### src/rtl/clk_reset_sequencer_if.sv
// Reset sequencer signal bundle.
// Sequencer drives the staged resets; the board side drives lock and button.
interface clk_reset_sequencer_if;
    logic       pll_lock;
    logic       btn_rst_n;
    logic       periph_rst_n;
    logic       cpu_rst_n;
    logic       ready;
    logic [1:0] rst_cause;

    modport master (
        input  pll_lock,
        input  btn_rst_n,
        output periph_rst_n,
        output cpu_rst_n,
        output ready,
        output rst_cause
    );

    modport slave (
        output pll_lock,
        output btn_rst_n,
        input  periph_rst_n,
        input  cpu_rst_n,
        input  ready,
        input  rst_cause
    );
endinterface

### src/rtl/clk_reset_sequencer.sv
// Staged reset generator behind the PLL.
// Waits for stable lock, releases peripherals then CPU, tracks reset cause.
module clk_reset_sequencer #(
    parameter int LOCK_CYCLES     = 1024,
    parameter int STAGE_GAP       = 16,
    parameter int DEBOUNCE_CYCLES = 65536
) (
    input logic                   clk,
    input logic                   rst_n,
    clk_reset_sequencer_if.master bus
);

    localparam int DW   = $clog2(DEBOUNCE_CYCLES);
    localparam int SMAX = (LOCK_CYCLES > STAGE_GAP) ? LOCK_CYCLES : STAGE_GAP;
    localparam int SW   = $clog2(SMAX);

    localparam logic [DW-1:0] DB_LAST   = DW'(DEBOUNCE_CYCLES - 1);
    localparam logic [SW-1:0] LOCK_LAST = SW'(LOCK_CYCLES - 1);
    localparam logic [SW-1:0] GAP_LAST  = SW'(STAGE_GAP - 1);

    localparam logic [1:0] CAUSE_POR  = 2'b00;
    localparam logic [1:0] CAUSE_LOCK = 2'b01;
    localparam logic [1:0] CAUSE_BTN  = 2'b10;

    typedef enum logic [2:0] {
        WAIT_LOCK,
        COUNT,
        STAGE,
        RUN,
        BTN_HOLD
    } state_t;

    logic          lock_m;
    logic          lock_s;
    logic          btn_m;
    logic          btn_s;
    logic          btn_db;
    logic [DW-1:0] db_cnt;

    state_t        state;
    state_t        state_d;
    logic [SW-1:0] seq_cnt;
    logic [SW-1:0] seq_cnt_d;
    logic [1:0]    cause;
    logic [1:0]    cause_d;
    logic          locked_state;

    logic          periph_q;
    logic          cpu_q;
    logic          ready_q;
    logic          periph_d;
    logic          cpu_d;

    // Two-flop synchronizers; lock idles unlocked, button idles released.
    always_ff @(posedge clk or negedge rst_n) begin
        if (!rst_n) begin
            lock_m <= 1'b0;
            lock_s <= 1'b0;
            btn_m  <= 1'b1;
            btn_s  <= 1'b1;
        end else begin
            lock_m <= bus.pll_lock;
            lock_s <= lock_m;
            btn_m  <= bus.btn_rst_n;
            btn_s  <= btn_m;
        end
    end

    // Debounced level follows btn_s only after it has differed long enough.
    always_ff @(posedge clk or negedge rst_n) begin
        if (!rst_n) begin
            db_cnt <= '0;
            btn_db <= 1'b1;
        end else if (btn_s == btn_db) begin
            db_cnt <= '0;
        end else if (db_cnt == DB_LAST) begin
            db_cnt <= '0;
            btn_db <= btn_s;
        end else begin
            db_cnt <= db_cnt + 1'b1;
        end
    end

    assign locked_state = (state == COUNT) ||
                          (state == STAGE) ||
                          (state == RUN);

    // Next state, cause update and shared counter; button beats lock loss.
    always_comb begin
        state_d   = state;
        cause_d   = cause;
        seq_cnt_d = '0;

        case (state)
            WAIT_LOCK: begin
                if (lock_s) begin
                    state_d = COUNT;
                end
            end
            COUNT: begin
                if (seq_cnt == LOCK_LAST) begin
                    state_d = STAGE;
                end
            end
            STAGE: begin
                if (seq_cnt == GAP_LAST) begin
                    state_d = RUN;
                end
            end
            BTN_HOLD: begin
                if (btn_db) begin
                    state_d = WAIT_LOCK;
                end
            end
            default: begin
                state_d = state;
            end
        endcase

        if ((state != BTN_HOLD) && !btn_db) begin
            state_d = BTN_HOLD;
            cause_d = CAUSE_BTN;
        end else if (locked_state && !lock_s) begin
            state_d = WAIT_LOCK;
            cause_d = CAUSE_LOCK;
        end

        if (state_d != state) begin
            seq_cnt_d = '0;
        end else if ((state == COUNT) || (state == STAGE)) begin
            seq_cnt_d = seq_cnt + 1'b1;
        end
    end

    // Reset outputs decoded from the upcoming state so they are registered.
    always_comb begin
        periph_d = (state_d == STAGE) || (state_d == RUN);
        cpu_d    = (state_d == RUN);
    end

    // State, counter and cause registers.
    always_ff @(posedge clk or negedge rst_n) begin
        if (!rst_n) begin
            state   <= WAIT_LOCK;
            seq_cnt <= '0;
            cause   <= CAUSE_POR;
        end else begin
            state   <= state_d;
            seq_cnt <= seq_cnt_d;
            cause   <= cause_d;
        end
    end

    // Output registers; power-on reset forces everything asserted.
    always_ff @(posedge clk or negedge rst_n) begin
        if (!rst_n) begin
            periph_q <= 1'b0;
            cpu_q    <= 1'b0;
            ready_q  <= 1'b0;
        end else begin
            periph_q <= periph_d;
            cpu_q    <= cpu_d;
            ready_q  <= cpu_d;
        end
    end

    assign bus.periph_rst_n = periph_q;
    assign bus.cpu_rst_n    = cpu_q;
    assign bus.ready        = ready_q;
    assign bus.rst_cause    = cause;

endmodule

### src/flat_wrapper.sv
// flat-port wrapper written by rule: the top's interface ports become plain ports
module clk_reset_sequencer_flat 
#(
    parameter int LOCK_CYCLES     = 1024,
    parameter int STAGE_GAP       = 16,
    parameter int DEBOUNCE_CYCLES = 65536
)
  (clk, rst_n, bus_pll_lock, bus_btn_rst_n, bus_periph_rst_n, bus_cpu_rst_n, bus_ready, bus_rst_cause);
  clk_reset_sequencer_if bus_i ();
  input logic clk;
  input logic rst_n;
  input wire logic [$bits(bus_i.pll_lock)-1:0] bus_pll_lock;
  input wire logic [$bits(bus_i.btn_rst_n)-1:0] bus_btn_rst_n;
  output wire logic [$bits(bus_i.periph_rst_n)-1:0] bus_periph_rst_n;
  output wire logic [$bits(bus_i.cpu_rst_n)-1:0] bus_cpu_rst_n;
  output wire logic [$bits(bus_i.ready)-1:0] bus_ready;
  output wire logic [$bits(bus_i.rst_cause)-1:0] bus_rst_cause;
  assign bus_i.pll_lock = bus_pll_lock;
  assign bus_i.btn_rst_n = bus_btn_rst_n;
  assign bus_periph_rst_n = bus_i.periph_rst_n;
  assign bus_cpu_rst_n = bus_i.cpu_rst_n;
  assign bus_ready = bus_i.ready;
  assign bus_rst_cause = bus_i.rst_cause;
  clk_reset_sequencer #(.LOCK_CYCLES(LOCK_CYCLES), .STAGE_GAP(STAGE_GAP), .DEBOUNCE_CYCLES(DEBOUNCE_CYCLES)) u_core (.clk(clk), .rst_n(rst_n), .bus(bus_i));
endmodule
### config.mk
export PLATFORM = sky130hd
export DESIGN_NAME = clk_reset_sequencer_flat
export DESIGN_NICKNAME = d
export VERILOG_FILES = /design/src/rtl/clk_reset_sequencer_if.sv /design/src/rtl/clk_reset_sequencer.sv /design/src/flat_wrapper.sv
export SDC_FILE = /design/constraint.sdc
export NUM_CORES = 1
export LEC_CHECK = 0
export ABC_CLOCK_PERIOD_IN_PS = 4100
export CAP_MARGIN = 20
export CELL_PAD_IN_SITES_DETAIL_PLACEMENT = 0
export CELL_PAD_IN_SITES_GLOBAL_PLACEMENT = 1
export CORE_UTILIZATION = 40
export CTS_CLUSTER_SIZE = 8
export DETAILED_ROUTE_END_ITERATION = 12
export PLACE_DENSITY = 0.81
export SLEW_MARGIN = 20
export SYNTH_ARGS = -nofsm -noshare
export SYNTH_HDL_FRONTEND = slang
export SYNTH_SLANG_ARGS = --single-unit
### constraint.sdc
create_clock -name clk -period 4.1 [get_ports clk]
set_input_delay 0.615 -clock clk [delete_from_list [all_inputs] [get_ports clk]]
set_output_delay 0.615 -clock clk [all_outputs]
set_load 0.01 [all_outputs]
======== Word level (Yosys, flattened, before mapping) ========
Cells that the tools add are included.
cells by class
  add/sub/neg operators ................... 2
  multiply operators ...................... 0
  div/mod/pow operators ................... 0
  order comparisons ....................... 0
  equality and inequality tests ........... 12
  shift-type cells ........................ 0
  muxes and demuxes ....................... 13
  bitwise gates (word level) .............. 1
  reductions and logical operators ........ 10
operators by type and width
  operator                                         count
  2-to-1 mux 16 bit                                2
  2-to-1 mux 10 bit                                2
  2-to-1 mux 3 bit                                 6
  adder 16 x 1 -> 16 bit (second input constant)   1
  == test 16 bit (second input constant)           1
  == test 3 x 2 -> 1 bit (second input constant)   4
  one-hot mux 3 bit (4 select lines)               1
  adder 10 x 1 -> 10 bit (second input constant)   1
  == test 10 bit (second input constant)           1
  == test 10 x 4 -> 1 bit (second input constant)  1
  2-to-1 mux 2 bit                                 2
  == test 3 x 1 -> 1 bit (second input constant)   1
  == test 3 bit (second input constant)            1
  logical NOT 3 bit                                1
  logical OR 1 bit                                 3
  inequality test 3 bit                            1
  inequality test 3 bit (second input constant)    1
  logical AND 1 bit                                2
  logical NOT 1 bit                                2
  AND reduction 2 bit                              1
  nonzero test 2 bit                               1
  == test 1 bit                                    1
  inverter 1 bit                                   1
word-level totals
  register bits after elaboration ......... 38
  bits in latches ......................... 0
  RAM bits ................................ 0
  bits in read-only memories .............. 0
  logic and storage cells ................. 49
  memories kept ........................... 0

======== Logic depth before layout (Yosys ltp) ========
  depth in word-level cells ............... 8
  gate-level depth with buffers ........... 6
  gate-level depth less buffers ........... 6

======== Least setup slack after synthesis ========
Ideal clock, no wire load.
  path type ............................... flip-flop to flip-flop
  from .................................... register u_core.btn_db
  to ...................................... register u_core.seq_cnt[5]
  arrival ................................. 1.632 ns
  slack ................................... 2.339 ns
  stages on the path, launching flop included .. 7
  buffers on the path ..................... 2
  period minus slack after synthesis ...... 1.761 ns
  path through ............................ dfstp_2 -> buf_2 -> nand4b_1 -> or4_4 -> clkbuf_8 -> o211ai_1 -> o21ai_0
between the ends
  longest elaborated chain between the ends .. 6
  elaborated cells on any way between the ends .. 8
  classes of those cells .................. eq/ne: 1; mux: 5; reduce/logical: 2
ends and longest elaborated chain
  what                                line                        text
  start, declared                     clk_reset_sequencer.sv:37   logic btn_db;
  start signal, assigned              clk_reset_sequencer.sv:78   btn_db <= btn_s;
  2-to-1 mux 3 bit                    clk_reset_sequencer.sv:111  if (btn_db) begin
  one-hot mux 3 bit (4 select lines)  clk_reset_sequencer.sv:94   case (state)
  2-to-1 mux 3 bit                    clk_reset_sequencer.sv:123  end else if (locked_state && !lock_s) begin
  2-to-1 mux 3 bit (*)                clk_reset_sequencer.sv:120  if ((state != BTN_HOLD) && !btn_db) begin
  inequality test 3 bit (*)           clk_reset_sequencer.sv:128  if (state_d != state) begin
  2-to-1 mux 10 bit (*)               clk_reset_sequencer.sv:128
  via u_core.seq_cnt_d[5]             clk_reset_sequencer.sv:43   logic [SW-1:0] seq_cnt_d;
  end signal, assigned                clk_reset_sequencer.sv:149  seq_cnt <= seq_cnt_d;
  end, declared                       clk_reset_sequencer.sv:42   logic [SW-1:0] seq_cnt;
The timed path passes the listed nets; every way through them passes the cells marked *.
A chain may end at the register's enable or synchronous reset.

======== Worst setup path in the final report ========
  from .................................... register u_core.seq_cnt[0]
  to ...................................... register u_core.cpu_q (netlist: u_core.bus.cpu_rst_n)
between the ends
  longest elaborated chain between the ends .. 6
  elaborated cells on any way between the ends .. 8
  classes of those cells .................. eq/ne: 3; mux: 5
ends and longest elaborated chain
  what                                                       line                                                    text
  == test 10 x 4 -> 1 bit or == test 10 bit (tied branches)  clk_reset_sequencer.sv:106, clk_reset_sequencer.sv:101
  2-to-1 mux 3 bit (on tied branches)                        clk_reset_sequencer.sv:106, clk_reset_sequencer.sv:101
  one-hot mux 3 bit (4 select lines) (*)                     clk_reset_sequencer.sv:94
  2-to-1 mux 3 bit (*)                                       clk_reset_sequencer.sv:123
  2-to-1 mux 3 bit (*)                                       clk_reset_sequencer.sv:120
  == test 3 x 2 -> 1 bit (*)                                 clk_reset_sequencer.sv:138                              cpu_d = (state_d == RUN);
  via u_core.cpu_d                                           clk_reset_sequencer.sv:52                               logic cpu_d;
  end signal, assigned                                       clk_reset_sequencer.sv:162                              cpu_q <= cpu_d;
  end, declared                                              clk_reset_sequencer.sv:49                               logic cpu_q;
Marked as above.

==> summary.md <==
| Metric | Value |
|---|---|
| Post-synth top area share | 0.461 |
| Syn-to-layout area delta | 10.5% |
| Cells after Synth | roughly 190 |
| Max VDD drop | between 150 and 200 uV |
| Grt ovf | 0 |
| DR iter-0 viols | between 70 and 80 |
| PnR worst setup slack | ~2.1 ns |
| Net switching share of the total power | 0.221 |
| Slew headroom | 0.461 |
| Slowest Stage Delay on Critical Path | between 0.6 and 0.7 ns |
| Psw | 147 uW |
| Via density | between 5 and 6 |
| Final period util | 0.487 |
| Post-route setup TNS | 0 ns |
| Share of layout cells above drive strength 1 | 0.0950 |
| Status | finished clean |
| Starting Density | 0.427 |
| Overall Power | between 600 and 700 uW |
| Synthesized Nets | around 200 |
| Seq cells post-synth | 38 |
| Post-CTS setup buffer count | 0 |
| Global-route wire length before repair | approximately 6.2 mm |
| Internal | 520 uW |
| EDFF count, synth | 0 |
| Avg Cell Area, Syn | around 10 um^2 |
| Cells taking the most area after synthesis | dfrtp_1, xnor2_1, dfstp_2, nor2_1, o21ai_0 |
| Fin Clk Skew | roughly 0.0076 ns |
| Combinational share of power | 0.024 |
| Pwr dens | around 320 nW/um^2 |
| CP Data Required Time | between 4 and 5 ns |
| Vias in the first global route | 1346 |
| Routed Antenna Nets | 0 |
| Max Fclk | between 0.5 and 0.6 GHz |
| DPL Wire Length | between 2 and 2.5 mm |
| Startpoint Class | register |
| Final Util | 0.472 |
| Layout Nets | slightly above 200 |
| Critical Path Sink Type | register |
| CP max-delay cell | or4_4 |
| CTS clk-pin slew, worst paths | approximately 0.070 ns |
| Ys flop type | dfrtp_1 |
| Crit path max fanout | 12 |
| DP Worst Slack | approximately 2.1 ns |
| CTS tree | yes |
| Clk sinks | 38 |
| Resized cells post-CTS | 0 |
| Synth async-reset ratio | 1.00 |
| Final WL | roughly 3.4 mm |
| Power share of the clock group | 0.401 |
| Ports | 9 |
| Root buf cell | clkbuf_8 |
| Diodes inserted | 0 |
| Num CTS Buffers | 5 |
| Core ar. | about 4400 um^2 |
| Synth cell types | 42 |
| Largest net degree at the start of global routing | 39 |
| Yosys top cell by area | dfrtp_1 |
| Post-Syn Area | approximately 1900 um^2 |
| RSZ-0062 raised after global routing | false |
| Clk Latency, worst-skew pair | around 0.29 ns |
| Total GRT Usage | 0.158 |
| CTS Hold Buffers Added | 0 |
| Slew at the pin closest to its max-slew limit | 0.809 ns |
| Register share of total power | 0.574 |
| Crit-path cells | ha_1, nand3_1, or4_4, a21oi_2, and2_1 |
| Initial antenna violation count | 0 |
| Seq/Total Area, Yosys | 0.503 |
| Final setup violation count | 0 |
| DRC | 0 |
| Synth Warn # | 0 |
| Die width | about 70 um |
| Detailed-route via count | approximately 1400 |
| Die Y | between 70 and 80 um |
| Total Die Area | 5020 um^2 |
| Number of port buffers | 8 |
| Critical path type | reg2reg |
| Minimum clock period | 2.00 ns |
| Worst hold path class | reg2reg |
| MaxCap Viol Count | 0 |
| Arr. time, crit path | between 2 and 2.5 ns |
| Max Buffers Root-to-Sink | 2 |
| Fin. Hold Viols | 0 |
| DRT Pass-1 Iters | 4 |
| Avg WL per Cell | between 10 and 15 um |
| CTS H-Tree Depth | 2 |
| Pins Over Slew Limit | 0 |
| Leak | 0.787 nW |
| Gpl congestion | 0.768 |
| Cell row count | 24 |
## power by group through the flow
stage	Sequential [mW]	Combinational, mW	Clock (mW)
floorplan	0.390	0.00648	0
global placement	0.391	0.0170	0
detailed placement	0.391	0.0176	0
CTS	0.383	0.0176	0.279
global route	0.384	0.0203	0.291
finish	0.383	0.0163	0.268
## cells in the mapped netlist, types with 2 or more instances
library cell and n:
xor2_1 2, dfrtp_1 35, nor2_1 20, nand3b_1 3, nand2_1 12, o21a_1 4, ha_1 2, o211ai_1 6
a21oi_1 2, dfstp_2 3, and2_1 3, nand4_1 5, mux2i_1 4, nor3_1 9, nand3_1 12, buf_2 2
inv_1 7, xnor2_1 15, o21ai_0 15, nor4_1 5, or3_1 2
## final timing paths
kind                                        startpoint                        endpoint  slack (ns)  cells after the start
setup / recovery           u_core.seq_cnt[0]$_DFF_PN0_  u_core.bus.cpu_rst_n$_DFF_PN0_        2.10                      5
hold / removal                 u_core.lock_m$_DFF_PN0_         u_core.lock_s$_DFF_PN0_        0.36                      0
setup reg to reg           u_core.seq_cnt[0]$_DFF_PN0_  u_core.bus.cpu_rst_n$_DFF_PN0_        2.10                      5
hold reg to reg                u_core.lock_m$_DFF_PN0_         u_core.lock_s$_DFF_PN0_        0.36                      0
max in group asynchronous                        rst_n     u_core.seq_cnt[4]$_DFF_PN0_        3.17                      1
min in group asynchronous                        rst_n      u_core.db_cnt[9]$_DFF_PN0_        0.41                      1
## layout make-up
cell class	instances	area, um^2
Clock buffer	6	82.6
Timing Repair Buffer	8	75.1
Clock inverter	2	12.5
Tap cell	52	65.1
Multi-Input combinational cell	138	876
Inverter	8	32.5
Sequential cell	38	955
Fill cell	435	2350
## cells in the final DEF (no fill, tap or decap), types with 2 or more instances in the layout
| master | n |
|---|---|
| or3_1 | 2 |
| dfstp_2 | 3 |
| dfrtp_1 | 35 |
| o21ai_0 | 15 |
| nand3b_1 | 3 |
| o211ai_1 | 6 |
| ha_1 | 2 |
| inv_1 | 7 |
| nand3_1 | 12 |
| mux2i_1 | 4 |
| nor2_1 | 20 |
| clkbuf_8 | 6 |
| a21oi_1 | 2 |
| nand2_1 | 12 |
| o21a_1 | 4 |
| nor4_1 | 5 |
| and2_1 | 3 |
| nor3_1 | 9 |
| clkdlybuf4s50_1 | 7 |
| xor2_1 | 2 |
| nand4_1 | 5 |
| xnor2_1 | 15 |
## logic make-up after synthesis
kind of cell	count (synthesis)	synth area share
AOI/OAI and AO/OA	33	0.113
xor gates and xnor gates	17	0.0784
adders and majority gates	2	0.0132
buffers and inverters	13	0.0356
DFF	38	0.503
muxes	5	0.0270
and+or+nand+nor	81	0.229
## flip-flops by register name, indices dropped and copies added, names as in the netlist
name                     cells
u_core.db_cnt               16
u_core.seq_cnt              10
u_core.state                 3
u_core.bus.rst_cause         2
u_core.btn_db                1
u_core.btn_m                 1
u_core.btn_s                 1
u_core.bus.cpu_rst_n         1
u_core.bus.periph_rst_n      1
u_core.lock_m                1
u_core.lock_s                1
## critical path: cells and delay by family (launching register included)
family | cells | cell delay, ns
flip-flops | 1 | 0.41
adder cells (fa/ha/maj) | 1 | 0.21
AND/OR/NAND/NOR | 3 | 1.10
AO/OA/AOI/OAI | 1 | 0.21
## per-layer routing
layer | wire length (um) | vias up | global-route usage
li1 | - | 695 | -
met1 | 1590 | 665 | 0.209
met2 | 1660 | 16 | 0.253
met3 | 92 | 2 | 0.0342
met4 | 29 | 0 | 0.0667
met5 | 0 | - | 0
## through the flow
step | hold slack (ns) | area [um^2] | cells
detailed placement | 0.345 | 2000 | 244
floorplan | 0.319 | 1900 | 189
finish | 0.355 | 2100 | 252
global route | 0.369 | 2100 | 252
global placement | 0.332 | 2000 | 244
CTS | 0.363 | 2100 | 252
Power figures use the tool's default switching activity.
